### config.mk
export PLATFORM = sky130hd
export DESIGN_NAME = pipe_hazard_ctrl
export DESIGN_NICKNAME = d
export VERILOG_FILES = /design/src/rtl/pipe_hazard_ctrl.sv
export SDC_FILE = /design/constraint.sdc
export NUM_CORES = 1
export LEC_CHECK = 0
export ABC_AREA = 1
export BUFFER_PORTS_ARGS = -buffer_cell sky130_fd_sc_hd__buf_4
export CAP_MARGIN = 20
export CORE_ASPECT_RATIO = 1.25
export CORE_UTILIZATION = 35
export CTS_CLUSTER_SIZE = 40
export DETAILED_ROUTE_END_ITERATION = 12
export GPL_ROUTABILITY_DRIVEN = 0
export SETUP_SLACK_MARGIN = 0.1
export SLEW_MARGIN = 20
export SYNTH_ARGS = -nofsm -noshare
export SYNTH_HDL_FRONTEND = slang
export SYNTH_SLANG_ARGS = --single-unit
### constraint.sdc
create_clock -name clk_i -period 2.1 [get_ports clk_i]
set_clock_uncertainty 0.2 [all_clocks]
set_input_delay 0.21 -clock clk_i [delete_from_list [all_inputs] [get_ports clk_i]]
set_output_delay 0.21 -clock clk_i [all_outputs]
set_load 0.1 [all_outputs]
### src/rtl/pipe_hazard_ctrl.sv
// Five-stage pipeline sequencer: per-stage allow_in/ready/kill strobes, hazard
// resolution (load-use, MDU, memory freeze, mispredict, trap) and stall/flush stats.
module pipe_hazard_ctrl #(
    parameter int MDU_LAT   = 4,
    parameter int CNT_WIDTH = 32,
    parameter int PC_WIDTH  = 32
) (
    input  logic                 clk_i,
    input  logic                 rst_n,
    input  logic [4:0]           D_rs1_addr_i,
    input  logic [4:0]           D_rs2_addr_i,
    input  logic                 D_use_rs1_i,
    input  logic                 D_use_rs2_i,
    input  logic                 E_valid_i,
    input  logic                 E_load_i,
    input  logic                 E_need_dstE_i,
    input  logic [4:0]           E_dstE_i,
    input  logic                 E_mdu_i,
    input  logic                 E_mispredict_i,
    input  logic [PC_WIDTH-1:0]  E_redirect_pc_i,
    input  logic                 E_ecall_i,
    input  logic                 E_mret_i,
    input  logic [PC_WIDTH-1:0]  mtvec_i,
    input  logic [PC_WIDTH-1:0]  mepc_i,
    input  logic                 M_mem_busy_i,
    output logic                 fetch_allow_in_o,
    output logic                 decode_allow_in_o,
    output logic                 execute_allow_in_o,
    output logic                 memory_allow_in_o,
    output logic                 decode_ready_o,
    output logic                 fetch_control_o,
    output logic                 decode_control_o,
    output logic                 redirect_valid_o,
    output logic [PC_WIDTH-1:0]  redirect_pc_o,
    output logic [CNT_WIDTH-1:0] stall_cnt_o,
    output logic [CNT_WIDTH-1:0] flush_cnt_o
);

    localparam int MCW = (MDU_LAT > 2) ? $clog2(MDU_LAT - 1) : 1;

    typedef enum logic [1:0] {RUN, MDU_WAIT, TRAP_DRAIN, TRAP_REDIR} state_t;

    state_t                state_reg;
    logic [MCW-1:0]        mdu_cnt_reg;
    logic [PC_WIDTH-1:0]   trap_pc_reg;
    logic [CNT_WIDTH-1:0]  stall_cnt_reg;
    logic [CNT_WIDTH-1:0]  flush_cnt_reg;

    logic freeze;
    logic trap_req;
    logic mispred_req;
    logic mdu_req;
    logic load_use;

    assign freeze      = M_mem_busy_i;
    assign trap_req    = E_valid_i & (E_ecall_i | E_mret_i);
    assign mispred_req = E_valid_i & E_mispredict_i;
    assign mdu_req     = E_valid_i & E_mdu_i;
    // x0 is hardwired zero, so a load targeting it can never create a dependency
    assign load_use    = E_valid_i & E_load_i & E_need_dstE_i & (E_dstE_i != 5'd0) &
                         ((D_use_rs1_i & (D_rs1_addr_i == E_dstE_i)) |
                          (D_use_rs2_i & (D_rs2_addr_i == E_dstE_i)));

    always_comb begin
        fetch_allow_in_o   = 1'b1;
        decode_allow_in_o  = 1'b1;
        execute_allow_in_o = 1'b1;
        memory_allow_in_o  = 1'b1;
        decode_ready_o     = 1'b1;
        fetch_control_o    = 1'b1;
        decode_control_o   = 1'b1;
        redirect_valid_o   = 1'b0;
        redirect_pc_o      = '0;
        case (state_reg)
            RUN: begin
                if (freeze) begin
                    fetch_allow_in_o   = 1'b0;
                    decode_allow_in_o  = 1'b0;
                    execute_allow_in_o = 1'b0;
                    memory_allow_in_o  = 1'b0;
                end else if (trap_req) begin
                    fetch_control_o  = 1'b0;
                    decode_control_o = 1'b0;
                end else if (mispred_req) begin
                    redirect_valid_o = 1'b1;
                    redirect_pc_o    = E_redirect_pc_i;
                    fetch_control_o  = 1'b0;
                    decode_control_o = 1'b0;
                end else if (mdu_req) begin
                    fetch_allow_in_o   = 1'b0;
                    decode_allow_in_o  = 1'b0;
                    execute_allow_in_o = 1'b0;
                end else if (load_use) begin
                    fetch_allow_in_o  = 1'b0;
                    decode_allow_in_o = 1'b0;
                    decode_ready_o    = 1'b0;
                end
            end
            MDU_WAIT: begin
                fetch_allow_in_o  = 1'b0;
                decode_allow_in_o = 1'b0;
                if (freeze) begin
                    execute_allow_in_o = 1'b0;
                    memory_allow_in_o  = 1'b0;
                end else begin
                    execute_allow_in_o = (mdu_cnt_reg == '0);
                end
            end
            TRAP_DRAIN: begin
                fetch_control_o  = 1'b0;
                decode_control_o = 1'b0;
            end
            TRAP_REDIR: begin
                redirect_valid_o = 1'b1;
                redirect_pc_o    = trap_pc_reg;
                fetch_control_o  = 1'b0;
                decode_control_o = 1'b0;
            end
            default: ;
        endcase
    end

    always_ff @(posedge clk_i or negedge rst_n) begin
        if (!rst_n) begin
            state_reg     <= RUN;
            mdu_cnt_reg   <= '0;
            trap_pc_reg   <= '0;
            stall_cnt_reg <= '0;
            flush_cnt_reg <= '0;
        end else begin
            if (!fetch_allow_in_o && (stall_cnt_reg != '1))
                stall_cnt_reg <= stall_cnt_reg + 1'b1;
            if (redirect_valid_o && (flush_cnt_reg != '1))
                flush_cnt_reg <= flush_cnt_reg + 1'b1;
            case (state_reg)
                RUN: begin
                    if (!freeze) begin
                        if (trap_req) begin
                            trap_pc_reg <= E_ecall_i ? mtvec_i : mepc_i;
                            state_reg   <= TRAP_DRAIN;
                        end else if (!mispred_req && mdu_req) begin
                            // entry cycle counts as the first of MDU_LAT occupancy cycles
                            mdu_cnt_reg <= MCW'(MDU_LAT - 2);
                            state_reg   <= MDU_WAIT;
                        end
                    end
                end
                MDU_WAIT: begin
                    if (!freeze) begin
                        if (mdu_cnt_reg == '0)
                            state_reg <= RUN;
                        else
                            mdu_cnt_reg <= mdu_cnt_reg - 1'b1;
                    end
                end
                TRAP_DRAIN: begin
                    if (!freeze)
                        state_reg <= TRAP_REDIR;
                end
                TRAP_REDIR: state_reg <= RUN;
                default:    state_reg <= RUN;
            endcase
        end
    end

    assign stall_cnt_o = stall_cnt_reg;
    assign flush_cnt_o = flush_cnt_reg;

endmodule

==> flow_summary.json, run 1 <==
{
  "min-delay-start": "mtvec_i[22]",
  "netlist_instances": 1006,
  "via_count": 7806,
  "grt_pass1_vias": 7672,
  "ys_types": 37,
  "ir_drop_mv": 1.26,
  "total_power_w": 0.0137,
  "drc_errors": 0,
  "ys_warn_count": 0,
  "period_share_pct": 114,
  "htreeDepth": 3,
  "crit_required_ps": 1690,
  "io_buffers": 226,
  "reg2reg_from": "state_reg[1]",
  "place_ws_ps": -44.0,
  "drtAntennaViolNets": 0,
  "cp_slowest_cell": "dfrtp_1",
  "min_path_type": "in -> reg",
  "max_stage_delay_ps": 390,
  "cts.sinks": 100,
  "worst_slack_ps": -298,
  "drt_pass1_iterations": 5,
  "diodes": 0,
  "worstPathCellList": "inv_2 > ha_4 > inv_4 > nor2_8 > nand4_4 > clkinv_8 > clkbuf_16 > nand2_4 > a21oi_4 > buf_12",
  "antenna_found_initial": 0,
  "max_slew.worst_pin.slew_ps": 581,
  "fin_crit_ps": 2400,
  "syn2layout_area_growth_pct": 73.4,
  "clkTransAtPathRegs_ps": 70,
  "core_region_area_sq_um": 19400,
  "hpwl_um": 17400,
  "nNetsFinal": 1470,
  "insertion_delay_ps": 370,
  "drv_cap": 0,
  "timing.hold.worst_endpoint": "trap_pc_reg[22]",
  "fin_util_pct": 61.6,
  "run_status": "complete, but fails checks",
  "wl_per_cell_um": 15.7,
  "cts_root_buf": "clkbuf_16",
  "drt_iter0_markers": 402,
  "grt_pass1_wl_um": 39400,
  "reg2reg_to": "flush_cnt_o[2]",
  "holdPathStages": 3,
  "setup_viol": 81,
  "cts_buffers": 9,
  "r2r_cells": 15,
  "slew_violations": 0,
  "violations": "hold timing, setup timing",
  "syn-cell-area_sq_um": 6890,
  "initial_utilization_pct": 35.5,
  "drive_above_1_share_pct": 35.9,
  "end_kind": "primary output",
  "fp.dieH_um": 159,
  "vias_per_cell": 4.85,
  "fin_tns_setup_ps": -14240,
  "max_slew_margin_pct": 61.3,
  "grt_max_degree": 65,
  "gr-usage-all-layers_pct": 24.5,
  "num_io_pins": 227,
  "clockBufferDepth": 2,
  "startpoint_type": "register",
  "design.die.area_sq_um": 20300,
  "hold_viol_final": 1,
  "p_leak_nw": 5.61,
  "rsz0062_at_grt": "yes",
  "wirelength_um": 25300,
  "rrSetupSlack_ps": -190,
  "ys_seq_elements": 100,
  "fp-row-count": 57,
  "die_w_um": 128,
  "crit_arrival_ps": 1990,
  "syn_avg_cell_area_sq_um": 6.85,
  "cts_tree": "done",
  "fmax_mhz": 417,
  "syn_nets": 1136,
  "ys_seq_area_share_pct": 36.3,
  "holdWs_ps": -6.54,
  "worst-path-max-fanout": 9,
  "p_per_area_nw_per_um2": 1150,
  "critPathKind": "reg -> out",
  "overflow": 0
}
[worst max path at each step]
stage,start,endpoint,slack [ps],cells past startpoint
5_1_grt,state_reg[1],redirect_pc_o[24],-350,10
6_report,state_reg[1],redirect_pc_o[24],-300,10
2_1_floorplan,state_reg[0],flush_cnt_o[25],-280,10
4_1_cts,state_reg[0],decode_ready_o,-300,10
3_3_place_gp,state_reg[0],decode_ready_o,-40,10
3_5_place_dp,state_reg[0],decode_ready_o,-40,10
[timing repair]
item	CTS	global route
endpoints found under the hold margin	63	0
pin swaps	17	5
buffers inserted	10	12
cloned	1	8
gates resized for setup	142	34
hold buffers	61	0
endpoints found under the setup margin	45	108
[routing by layer]
metal | wire (um) | GRT usage (%) | vias to the layer above
met4 | 601 | 8.77 | 0
met3 | 1550 | 3.91 | 38
li1 | - | - | 3884
met1 | 10600 | 29.9 | 3620
met2 | 12600 | 43.0 | 264
met5 | 0 | 0 | -
[synthesized netlist by cell type, drive strengths merged]
cell	count	area share [%]
nor2	135	8.1
o21ai	13	1.1
xor2	30	3.8
inv	63	3.4
buf	30	2.5
dfrtp	100	36
nand3	15	1.2
xnor2	10	1.3
clkbuf	11	0.60
nand2	409	22
nand4	40	4.0
nor3	16	1.2
and2	1	0.091
nor4	2	0.18
a31oi	1	0.091
nand3b	18	2.0
nor3b	1	0.11
a21oi	71	5.5
ha	7	1.3
mux2i	32	4.6
o2111ai	1	0.13
[logic make-up after synthesis]
family                     after synthesis  synth area share, %
adders and majority gates                7                 1.27
buffers and inverters                  104                 6.57
and+or+nand+nor                        637                 39.3
DFF                                    100                 36.3
xor gates and xnor gates                40                 5.08
muxes                                   32                 4.65
AOI/OAI and AO/OA                       86                 6.81
[worst max-delay path, delay by kind of cell (launching register included)]
kind                       cells  cell delay, ps
adders and majority gates      1             150
DFF                            1             390
buffers and inverters          5             630
and+or+nand+nor                3             270
AOI/OAI and AO/OA              1             180
[report_power, final]
part / switching, W / internal (W) / leakage, nW / total (W)
registers: 0.000339 / 0.00240 / 1.22 / 0.00274
logic: 0.00583 / 0.00345 / 4.26 / 0.00928
clock network: 0.000851 / 0.000822 / 0.135 / 0.00167
[layout make-up]
cell class,instances,area (sq um)
timing repair buffer,363,3750
clock buffer,9,225
multi-input combinational,803,4750
clock inverter,7,62.6
inverter,63,280
tap,265,332
sequential,100,2560
fill,1696,7450
[layout by cell type (no fill, tap or decap), types with 7 or more instances in the layout]
master           n
nor3_1          13
buf_12          52
buf_6           15
nand2_4         33
nor2_1         125
inv_1           43
nor2_4           7
dlygate4sd3_1   61
xor2_1          30
o21ai_1          9
dfrtp_1         59
nand3_1         13
dfrtp_2         39
buf_4          225
clkbuf_16       16
nand3b_1        18
a21oi_1         33
inv_2           13
xnor2_1         10
nand2_1        371
mux2i_1         32
nand4_1         37
a21oi_4         35
[through the flow]
stage               hold slack, ps  cell area (sq um)  cells
finish                       -6.54              12000   1610
global route                  29.2              12000   1610
CTS                          0.844              11500   1590
detailed placement            11.9               9960   1502
global placement              12.8               9960   1502
floorplan                     -286               7760   1006
Note: power is estimated with default switching activity, not from simulation.
==> inputs of run 2 (changes only) <==
BUFFER_PORTS_ARGS = -buffer_cell sky130_fd_sc_hd__buf_2   (was -buffer_cell sky130_fd_sc_hd__buf_4)
==> run 2 against run 1 <==
Compared with the run above: the run ends with setup timing left; clock power increased by 5%; count of clock-buffer cells in the layout unchanged; non-clock buffer count decreased by 5; combinational power increased by 2.7%; global-route usage increased by 0.25 points; die area unchanged; critical endpoint is now redirect_pc_o[29]; largest cell class unchanged; largest power group unchanged; highest routed layer unchanged.
==> flow_summary.json, run 2 (synthesis results as in run 1) <==
{
  "drv_cap": 0,
  "drtAntennaViolNets": 0,
  "layout_common_cells": "nand2_1, buf_2, nor2_1",
  "dpl-instance-area_sq_um": 9870,
  "gr-usage-all-layers_pct": 24.7,
  "via_count": 7911,
  "fmax_mhz": 407,
  "initial_utilization_pct": 35.5,
  "run_status": "complete, but fails checks",
  "wirelength_um": 25500,
  "worstPathCellList": "inv_2 > ha_4 > inv_4 > nor2_8 > nand4_4 > inv_8 > buf_12 > buf_16 > nand2_4 > a21oi_4 > buf_12",
  "fin_crit_ps": 2460,
  "cts_tree": "done",
  "max_slew.worst_pin.slew_ps": 576,
  "final_cell_count_no_fill": 1604,
  "fp-row-count": 57,
  "grt_max_degree": 65,
  "vias_per_cell": 4.93,
  "p_per_area_nw_per_um2": 1210,
  "nNetsFinal": 1464,
  "drt_iter0_markers": 396,
  "insertion_delay_ps": 360,
  "die_w_um": 128,
  "ir_drop_mv": 1.54,
  "worst-path-max-fanout": 8,
  "drc_errors": 0,
  "crit_buf_inv": 6,
  "period_share_pct": 117,
  "hpwl_um": 17300,
  "core_region_area_sq_um": 19400,
  "wl_per_cell_um": 15.9,
  "min_path_type": "in -> reg",
  "cp_slowest_cell": "dfrtp_1",
  "drt_pass1_iterations": 5,
  "drive_above_1_share_pct": 36.9,
  "rrSetupSlack_ps": -230,
  "seqCellArea_sq_um": 2560,
  "hold_viol_final": 0,
  "io_buffers": 226,
  "max_stage_delay_ps": 400,
  "fp.dieH_um": 159,
  "n_fill_cell": 1723,
  "critPathKind": "reg -> out",
  "antenna_found_initial": 0,
  "grt_pass1_wl_um": 39700,
  "holdWs_ps": 21.7,
  "rsz0062_at_grt": "yes",
  "crit_required_ps": 1690,
  "cts_buffers": 9,
  "place_ws_ps": 28.1,
  "final_common_cell": "nand2_1",
  "overflow": 0,
  "cts_root_buf": "clkbuf_16",
  "num_io_pins": 227,
  "total_power_w": 0.0140,
  "crit_arrival_ps": 2050,
  "dp_cells": 1491,
  "diodes": 0,
  "grt_pass1_vias": 7755,
  "final_area_sq_um": 11600,
  "htreeDepth": 3,
  "setup_viol": 105,
  "violations": "setup timing",
  "syn2layout_area_growth_pct": 68.3,
  "cpMostUsedCell": "buf_12",
  "max_slew_margin_pct": 61.6,
  "startpoint_type": "register",
  "clockBufferDepth": 2,
  "design.die.area_sq_um": 20300,
  "worst_slack_ps": -356,
  "end_kind": "primary output",
  "slew_violations": 0,
  "critPathTopFamily": "buffers and inverters",
  "p_leak_nw": 5.54,
  "cts.sinks": 100,
  "clkTransAtPathRegs_ps": 80,
  "multi_input_area_sq_um": 4780
}
[run 2: cell count changes in the layout (fill, tap and decap cells not counted), sizes merged]
cell / delta
bufbuf: -1
buf: +2
inv: +3
dlygate4sd3: -2
clkbuf: -4
clkinv: -4
nand2: -1
bufinv: +1
[run 2: path summary, 6_finish.rpt]
kind / startpoint / endpoint / depth (start not counted)
max: state_reg[0] / redirect_pc_o[29] / 11
min: mepc_i[15] / trap_pc_reg[15] / 3
max reg2reg: state_reg[0] / flush_cnt_o[2] / 16
min reg2reg: flush_cnt_o[2] / flush_cnt_o[2] / 2
max in group asynchronous: rst_n / stall_cnt_o[29] / 3
min in group asynchronous: rst_n / trap_pc_reg[8] / 2
[run 2: power breakdown]
| group | switching [W] | internal, W |
|---|---|---|
| sequential | 0.000323 | 0.00240 |
| clock | 0.000820 | 0.000945 |
| combinational | 0.00601 | 0.00352 |
| total | 0.00716 | 0.00686 |
[run 2: cell type report]
class | count | share of cell area (%)
clock buffers | 9 | 1.94
clock inverters | 7 | 0.712
inverters | 63 | 2.35
multi-input cells | 802 | 41.2
flip-flops and latches | 100 | 22.1
well taps | 265 | 2.86
repair buffers | 358 | 28.9
[run 2: per-stage QoR]
stage,util (%),TNS [ps]
after floorplan,-,-16010
after global placement,50.9,0
after detailed placement,50.9,0
after CTS,58.0,-10760
after global routing,59.8,-27300
final,59.8,-19690
[run 2: repair_timing]
action / CTS / global route
pin swaps: 29 / 18
buffers inserted: 16 / 13
setup endpoints to repair: 86 / 107
gates resized for setup: 33 / 50
hold buffers: 59 / 0
cloned: 7 / 3
endpoints found under the hold margin: 65 / 0
[run 2: layer usage]
metal	vias to the layer above	part of all wire, %	GRT usage, %
met4	0	2.8	9.90
met2	284	51	44.3
li1	3886	-	-
met5	-	0	0
met3	52	5.6	3.71
met1	3689	41	29.2
[run 2: worst reg2reg max path: cells and delay by family (launching register included)]
kind / cells / cell delay (ps)
adder cells (fa/ha/maj): 1 / 140
AND/OR/NAND/NOR: 6 / 450
flip-flops: 1 / 400
AO/OA/AOI/OAI: 1 / 170
buffers and inverters: 8 / 880
